<file path="src/rtl/bus_arbiter_pkg.sv">
`default_nettype none
// ============================================================================
//  Module      : bus_arbiter_pkg
//  Description : Shared types and constants for the two-master bus arbiter.
//  Revision    : 1.0 - initial release
// ============================================================================
package bus_arbiter_pkg;

  // Arbiter transaction sequencing states
  typedef enum logic [1:0] {
    ST_IDLE  = 2'd0,
    ST_ISSUE = 2'd1,
    ST_WAIT  = 2'd2,
    ST_DONE  = 2'd3
  } arb_state_e;

  // Master indices as they appear on the grant output
  localparam logic MASTER_CPU = 1'b0;
  localparam logic MASTER_AUX = 1'b1;

endpackage : bus_arbiter_pkg
`default_nettype wire

</file>
<file path="src/rtl/bus_arbiter_rr_pick.sv">
`default_nettype none
// ============================================================================
//  Module      : bus_arbiter_rr_pick
//  Description : Two-input round-robin selector. On contention the master
//                that did not win last time is chosen.
//  Revision    : 1.0 - initial release
// ============================================================================
module bus_arbiter_rr_pick
  import bus_arbiter_pkg::*;
(
  input  logic [1:0] req_i,
  input  logic       last_i,
  output logic       grant_o,
  output logic       valid_o
);

  // Pick the sole requester, or alternate away from the last winner
  always_comb begin
    valid_o = |req_i;
    grant_o = MASTER_CPU;
    case (req_i)
      2'b01:   grant_o = MASTER_CPU;
      2'b10:   grant_o = MASTER_AUX;
      2'b11:   grant_o = ~last_i;
      default: grant_o = MASTER_CPU;
    endcase
  end

endmodule : bus_arbiter_rr_pick
`default_nettype wire

</file>
<file path="src/rtl/bus_arbiter.sv">
`default_nettype none
// ============================================================================
//  Module      : bus_arbiter
//  Description : Two-master / one-slave bus arbiter. Serialises requests,
//                issues one single-cycle slave strobe per transaction, waits
//                for the read acknowledge with a timeout, and returns a
//                one-cycle ack with read data to the granted master.
//  Revision    : 1.0 - initial release
// ============================================================================
module bus_arbiter
  import bus_arbiter_pkg::*;
#(
  parameter int ADDR_W     = 32,
  parameter int DATA_W     = 32,
  parameter int TIMEOUT    = 255,
  parameter int FIXED_PRIO = 0
) (
  input  logic              clk,
  input  logic              rst,
  input  logic              m0_req,
  input  logic              m0_write,
  input  logic [ADDR_W-1:0] m0_addr,
  input  logic [DATA_W-1:0] m0_wdata,
  output logic [DATA_W-1:0] m0_rdata,
  output logic              m0_ack,
  input  logic              m1_req,
  input  logic              m1_write,
  input  logic [ADDR_W-1:0] m1_addr,
  input  logic [DATA_W-1:0] m1_wdata,
  output logic [DATA_W-1:0] m1_rdata,
  output logic              m1_ack,
  output logic              s_en,
  output logic              s_write,
  output logic [ADDR_W-1:0] s_addr,
  output logic [DATA_W-1:0] s_wdata,
  input  logic [DATA_W-1:0] s_rdata,
  input  logic              s_ack,
  output logic              grant,
  output logic              busy,
  output logic              bus_err,
  input  logic              err_clr
);

  localparam int TMR_W = $clog2(TIMEOUT + 1);
  localparam logic [TMR_W-1:0] TMR_LAST = TMR_W'(TIMEOUT - 1);
  localparam logic [TMR_W-1:0] TMR_ONE  = TMR_W'(1);

  arb_state_e        state_q, state_d;
  logic              grant_q, grant_d;
  logic              last_q, last_d;
  logic              swrite_q, swrite_d;
  logic [ADDR_W-1:0] saddr_q, saddr_d;
  logic [DATA_W-1:0] swdata_q, swdata_d;
  logic [DATA_W-1:0] rdata_q, rdata_d;
  logic [TMR_W-1:0]  timer_q, timer_d;
  logic              err_q, err_d;
  logic              err_set;

  logic              pick_last;
  logic              pick_grant;
  logic              pick_valid;

  // Fixed priority is round-robin with the AUX master permanently "last",
  // so the CPU always wins contention.
  assign pick_last = (FIXED_PRIO != 0) ? MASTER_AUX : last_q;

  bus_arbiter_rr_pick u_rr_pick (
    .req_i   ({m1_req, m0_req}),
    .last_i  (pick_last),
    .grant_o (pick_grant),
    .valid_o (pick_valid)
  );

  // State and datapath registers; reset abandons any transaction in flight
  always_ff @(posedge clk or posedge rst) begin
    if (rst) begin
      state_q  <= ST_IDLE;
      grant_q  <= MASTER_CPU;
      last_q   <= MASTER_AUX;
      swrite_q <= 1'b0;
      saddr_q  <= '0;
      swdata_q <= '0;
      rdata_q  <= '0;
      timer_q  <= '0;
      err_q    <= 1'b0;
    end else begin
      state_q  <= state_d;
      grant_q  <= grant_d;
      last_q   <= last_d;
      swrite_q <= swrite_d;
      saddr_q  <= saddr_d;
      swdata_q <= swdata_d;
      rdata_q  <= rdata_d;
      timer_q  <= timer_d;
      err_q    <= err_d;
    end
  end

  // Next-state logic: latch winner, strobe slave, wait/timeout, ack
  always_comb begin
    state_d  = state_q;
    grant_d  = grant_q;
    last_d   = last_q;
    swrite_d = swrite_q;
    saddr_d  = saddr_q;
    swdata_d = swdata_q;
    rdata_d  = rdata_q;
    timer_d  = timer_q;
    err_set  = 1'b0;

    case (state_q)
      ST_IDLE: begin
        if (pick_valid) begin
          grant_d  = pick_grant;
          swrite_d = pick_grant ? m1_write : m0_write;
          saddr_d  = pick_grant ? m1_addr  : m0_addr;
          swdata_d = pick_grant ? m1_wdata : m0_wdata;
          rdata_d  = '0;
          state_d  = ST_ISSUE;
        end
      end
      ST_ISSUE: begin
        if (swrite_q) begin
          state_d = ST_DONE;
        end else if (s_ack) begin
          rdata_d = s_rdata;
          state_d = ST_DONE;
        end else begin
          timer_d = '0;
          state_d = ST_WAIT;
        end
      end
      ST_WAIT: begin
        if (s_ack) begin
          rdata_d = s_rdata;
          state_d = ST_DONE;
        end else if (timer_q == TMR_LAST) begin
          rdata_d = '0;
          err_set = 1'b1;
          state_d = ST_DONE;
        end else begin
          timer_d = timer_q + TMR_ONE;
        end
      end
      ST_DONE: begin
        last_d  = grant_q;
        state_d = ST_IDLE;
      end
      default: state_d = ST_IDLE;
    endcase
  end

  // Sticky timeout flag; a timeout in the same cycle as a clear wins
  always_comb begin
    err_d = err_q;
    if (err_clr) err_d = 1'b0;
    if (err_set) err_d = 1'b1;
  end

  assign s_en     = (state_q == ST_ISSUE);
  assign s_write  = swrite_q;
  assign s_addr   = saddr_q;
  assign s_wdata  = swdata_q;
  assign grant    = grant_q;
  assign busy     = (state_q != ST_IDLE);
  assign bus_err  = err_q;
  assign m0_ack   = (state_q == ST_DONE) && (grant_q == MASTER_CPU);
  assign m1_ack   = (state_q == ST_DONE) && (grant_q == MASTER_AUX);
  assign m0_rdata = m0_ack ? rdata_q : '0;
  assign m1_rdata = m1_ack ? rdata_q : '0;

endmodule : bus_arbiter
`default_nettype wire

</file>
<file path="config.mk">
export PLATFORM = sky130hd
export DESIGN_NAME = bus_arbiter
export DESIGN_NICKNAME = d
export VERILOG_FILES = /design/src/rtl/bus_arbiter_pkg.sv /design/src/rtl/bus_arbiter_rr_pick.sv /design/src/rtl/bus_arbiter.sv
export SDC_FILE = /design/constraint.sdc
export NUM_CORES = 1
export LEC_CHECK = 0
export BUFFER_PORTS_ARGS = -buffer_cell sky130_fd_sc_hd__buf_2
export CORE_AREA = 2 2 118 120
export CTS_CLUSTER_DIAMETER = 60
export DETAILED_ROUTE_END_ITERATION = 8
export DIE_AREA = 0 0 120 122
export PLACE_DENSITY = 0.89
export SLEW_MARGIN = 20
export SYNTH_ARGS = -nofsm -noshare
export SYNTH_HDL_FRONTEND = slang
export SYNTH_SLANG_ARGS = --single-unit
</file>
<file path="constraint.sdc">
create_clock -name clk -period 4.4 [get_ports clk]
set_clock_uncertainty 0.2 [all_clocks]
set_input_delay 0.44 -clock clk [delete_from_list [all_inputs] [get_ports clk]]
set_output_delay 0.44 -clock clk [all_outputs]
set_load 0.02 [all_outputs]
</file>
==> results.json <==
{
  "status": "finished clean",
  "synth.cells.most_frequent": "dfrtp_1, nand2_1, mux2i_1, o21ai_0, inv_1",
  "nets": 1043,
  "clk_path_buf_depth": 2,
  "holdBufCountCts": 1,
  "endpoint_kind": "primary output",
  "antenna_found_initial": 0,
  "area_growth_syn_to_layout_pct": 34.6,
  "timing_worst_setup_path_type": "register to primary output",
  "power.sequential.fraction_pct": 35.5,
  "synth.largest_area_cell": "dfrtp_1",
  "crit_start": "state_q[1]",
  "timing.fmax_mhz": 364,
  "dp_hpwl_um": 11800,
  "cts_num_sinks": 110,
  "placed_cells_incl_taps": 1034,
  "worst_setup_path_start_kind": "register",
  "total_leakage_power_nw": 4.31,
  "gr-usage-all-layers_pct": 20.7,
  "antenna_nets_post_route": 0,
  "final-setup-viol-count": 0,
  "tritoncts": "built",
  "place.gp.congestion": 0.813,
  "combinationalPowerShare_pct": 47.2,
  "routedLengthMet1_um": 6170,
  "clkPwrFrac_pct": 17.3,
  "total_switching_power_w": 0.00218,
  "met2WireLength_um": 8160,
  "distinct_cell_type_count_of_the_synthesized_netlist": 39,
  "ir_drop_v": 0.000358,
  "vias": 5113,
  "finalCritPeriodShare_pct": 62.4,
  "clock_latency_ps": 340,
  "critical_path.most_common_cell": "buf_4",
  "dr.pass1.iters": 4,
  "cts.repair_timing.setup_buffer_count": 0,
  "critical_path.cell_chain": "ha_1 -> buf_4 -> nor2b_1 -> buf_4 -> and2_1 -> buf_2",
  "grt.overflow.total": 0,
  "layout-drive-gt1-share_pct": 38.6,
  "final_hold_viol_count": 0,
  "slew-limit-headroom_pct": 40.1,
  "synth.cell_area_um2": 5700,
  "power_switching_share_pct": 44.3,
  "yosys_warnings": 0,
  "routed_wirelength_um": 15500,
  "synth_top_flop_cell": "dfrtp_1",
  "synth_top_area_share_pct": 47.9,
  "hold_crit_path_type": "primary input to register",
  "clock_tree.htree_level_count": 3,
  "worst_path_largest_cell_delay_ps": 430,
  "worst_r2r_startpoint": "state_q[0]",
  "critPathArrivalTime_ps": 2110,
  "detail_route.drc_violations": 0,
  "mappedNetlistNets": 760,
  "internal_power_component_w": 0.00275,
  "critPathMaxFanout": 35,
  "ys_ff_latch": 110,
  "routed-wl-met3_um": 879,
  "p_per_area_nw_per_um2": 644,
  "synth-edff-count": 0,
  "synth.top_cells.by_area": "dfrtp_1, mux2i_1, nand2_1",
  "fin_tns_setup_ps": 0,
  "per_cell_routed_wire_length_um": 14.7,
  "die_area_um2": 14600,
  "y_dimension_of_the_die_um": 122,
  "worst-slew-pin-transition_ps": 899,
  "io_pins": 303,
  "syn-mean-instance-area_um2": 9.75,
  "grt_setup_unrepaired": "no",
  "floorplan.die.width_um": 120,
  "vias_in_the_first_global_route": 4911,
  "timing.hold.worst.start": "err_clr",
  "finish.cell_count_without_fillers": 1052,
  "required_ps": 3760,
  "number_of_buffers_inserted_during_clock_tree_synthesis": 9,
  "drt-initial-drc-count": 200,
  "timing.max_cap.violations": 0,
  "floorplan.rows": 43,
  "grt_max_degree": 76,
  "topRoutingLayerUsed": "met4",
  "final_max_slew_viol_count": 0,
  "floorplan.initialDensity_pct": 42.2,
  "synth_cells": 584,
  "synth-seq-area-share_pct": 48.4,
  "core_area_um2": 13500,
  "grt_first_pass_wirelength_um": 23800,
  "root_buffer": "clkbuf_16",
  "yosys.cell_count.top_type": "dfrtp_1",
  "postCtsResizedCells": 0,
  "num_antenna_cells": 0,
  "cts.clk_slew.worst_paths_ps": 80,
  "port-buffer-count": 302,
  "slowest_stage_cell_on_the_critical_path": "dfrtp_1",
  "finalCriticalPeriod_ps": 2750,
  "via_per_inst": 4.86,
  "ys_async_sr_fraction_pct": 100
}
==> area by class of cell <==
cell class              instances  area, µm²
fillers                      1162       5840
repair buffers                311       1600
clock buffers                   9        225
clock inverters                 7       86.3
flip-flops and latches        110       2750
multi-input cells             394       2620
well taps                     180        225
inverters                      41        156
==> placed cells by master, fill, tap and decap left out, types with 3 or more instances in the layout <==
cell type and count:
dfrtp_1 109, a21oi_1 6, and3_1 33, buf_2 302, nand2_1 103, nand2b_1 3, inv_6 3, nor2_1 4
a31oi_1 3, mux2i_1 97, inv_1 40, ha_1 8, nand3_1 4, buf_4 7, and2_1 33, o21ai_0 70
nand3b_1 3, clkbuf_16 9
==> registers in the layout (all words and copies together) (netlist names) <==
name     count
grant        1
state_q      2
timer_q      8
last_q       1
rdata_q     32
s_write      1
s_addr      32
s_wdata     32
bus_err      1
==> stage by stage <==
step	hold slack, ps	area (µm²)	power (W)	setup WS (ps)	utilization, %
6_report	67.1	7660	0.00494	1650	56.8
5_1_grt	62.0	7660	0.00528	1500	56.8
3_3_place_gp	258	7310	0.00398	1740	54.1
4_1_cts	55.4	7640	0.00495	1660	56.6
3_5_place_dp	265	7320	0.00409	1730	54.2
2_1_floorplan	275	5700	0.00334	859	-
==> power by group through the flow <==
| stage | clock (W) | combinational [W] | sequential, W |
|---|---|---|---|
| after global placement | 0 | 0.00224 | 0.00174 |
| after CTS | 0.000875 | 0.00233 | 0.00175 |
| final | 0.000854 | 0.00233 | 0.00175 |
| after global routing | 0.000908 | 0.00256 | 0.00182 |
| after floorplan | 0 | 0.00130 | 0.00204 |
| after detailed placement | 0 | 0.00232 | 0.00177 |
==> cell families (layout without fill, tap and decap cells) <==
kind of cell             after synthesis  after routing  share of synthesized area (%)
AND/OR/NAND/NOR                      193            193                           16.9
AO/OA/AOI/OAI                         94             94                           9.29
flip-flops                           110            110                           48.4
buffers and inverters                 80            368                           6.24
adder cells (fa/ha/maj)                8              8                           1.76
multiplexers                          99             99                           17.4
==> routing by layer <==
| metal | track usage, % | vias up |
|---|---|---|
| met4 | 6.76 | 0 |
| met3 | 3.65 | 21 |
| li1 | - | 2529 |
| met5 | 0 | - |
| met2 | 38.9 | 195 |
| met1 | 23.6 | 2368 |
==> worst paths after layout <==
path	cells after the start	endpoint	slack [ps]
min in group asynchronous	3	s_addr[31]	500
hold / removal	2	bus_err	70
max in group asynchronous	4	s_addr[18]	2610
setup reg to reg	6	rdata_q[17]	1850
setup / recovery	6	m0_rdata[12]	1650
hold reg to reg	2	s_addr[3]	280
==> critical path: cells and delay by family (launching register included) <==
family        cells  cell delay (ps)
fa+ha+maj         1              180
buf+inv           3              770
flops             1              430
simple gates      2              380
Power figures use the tool's default switching activity.
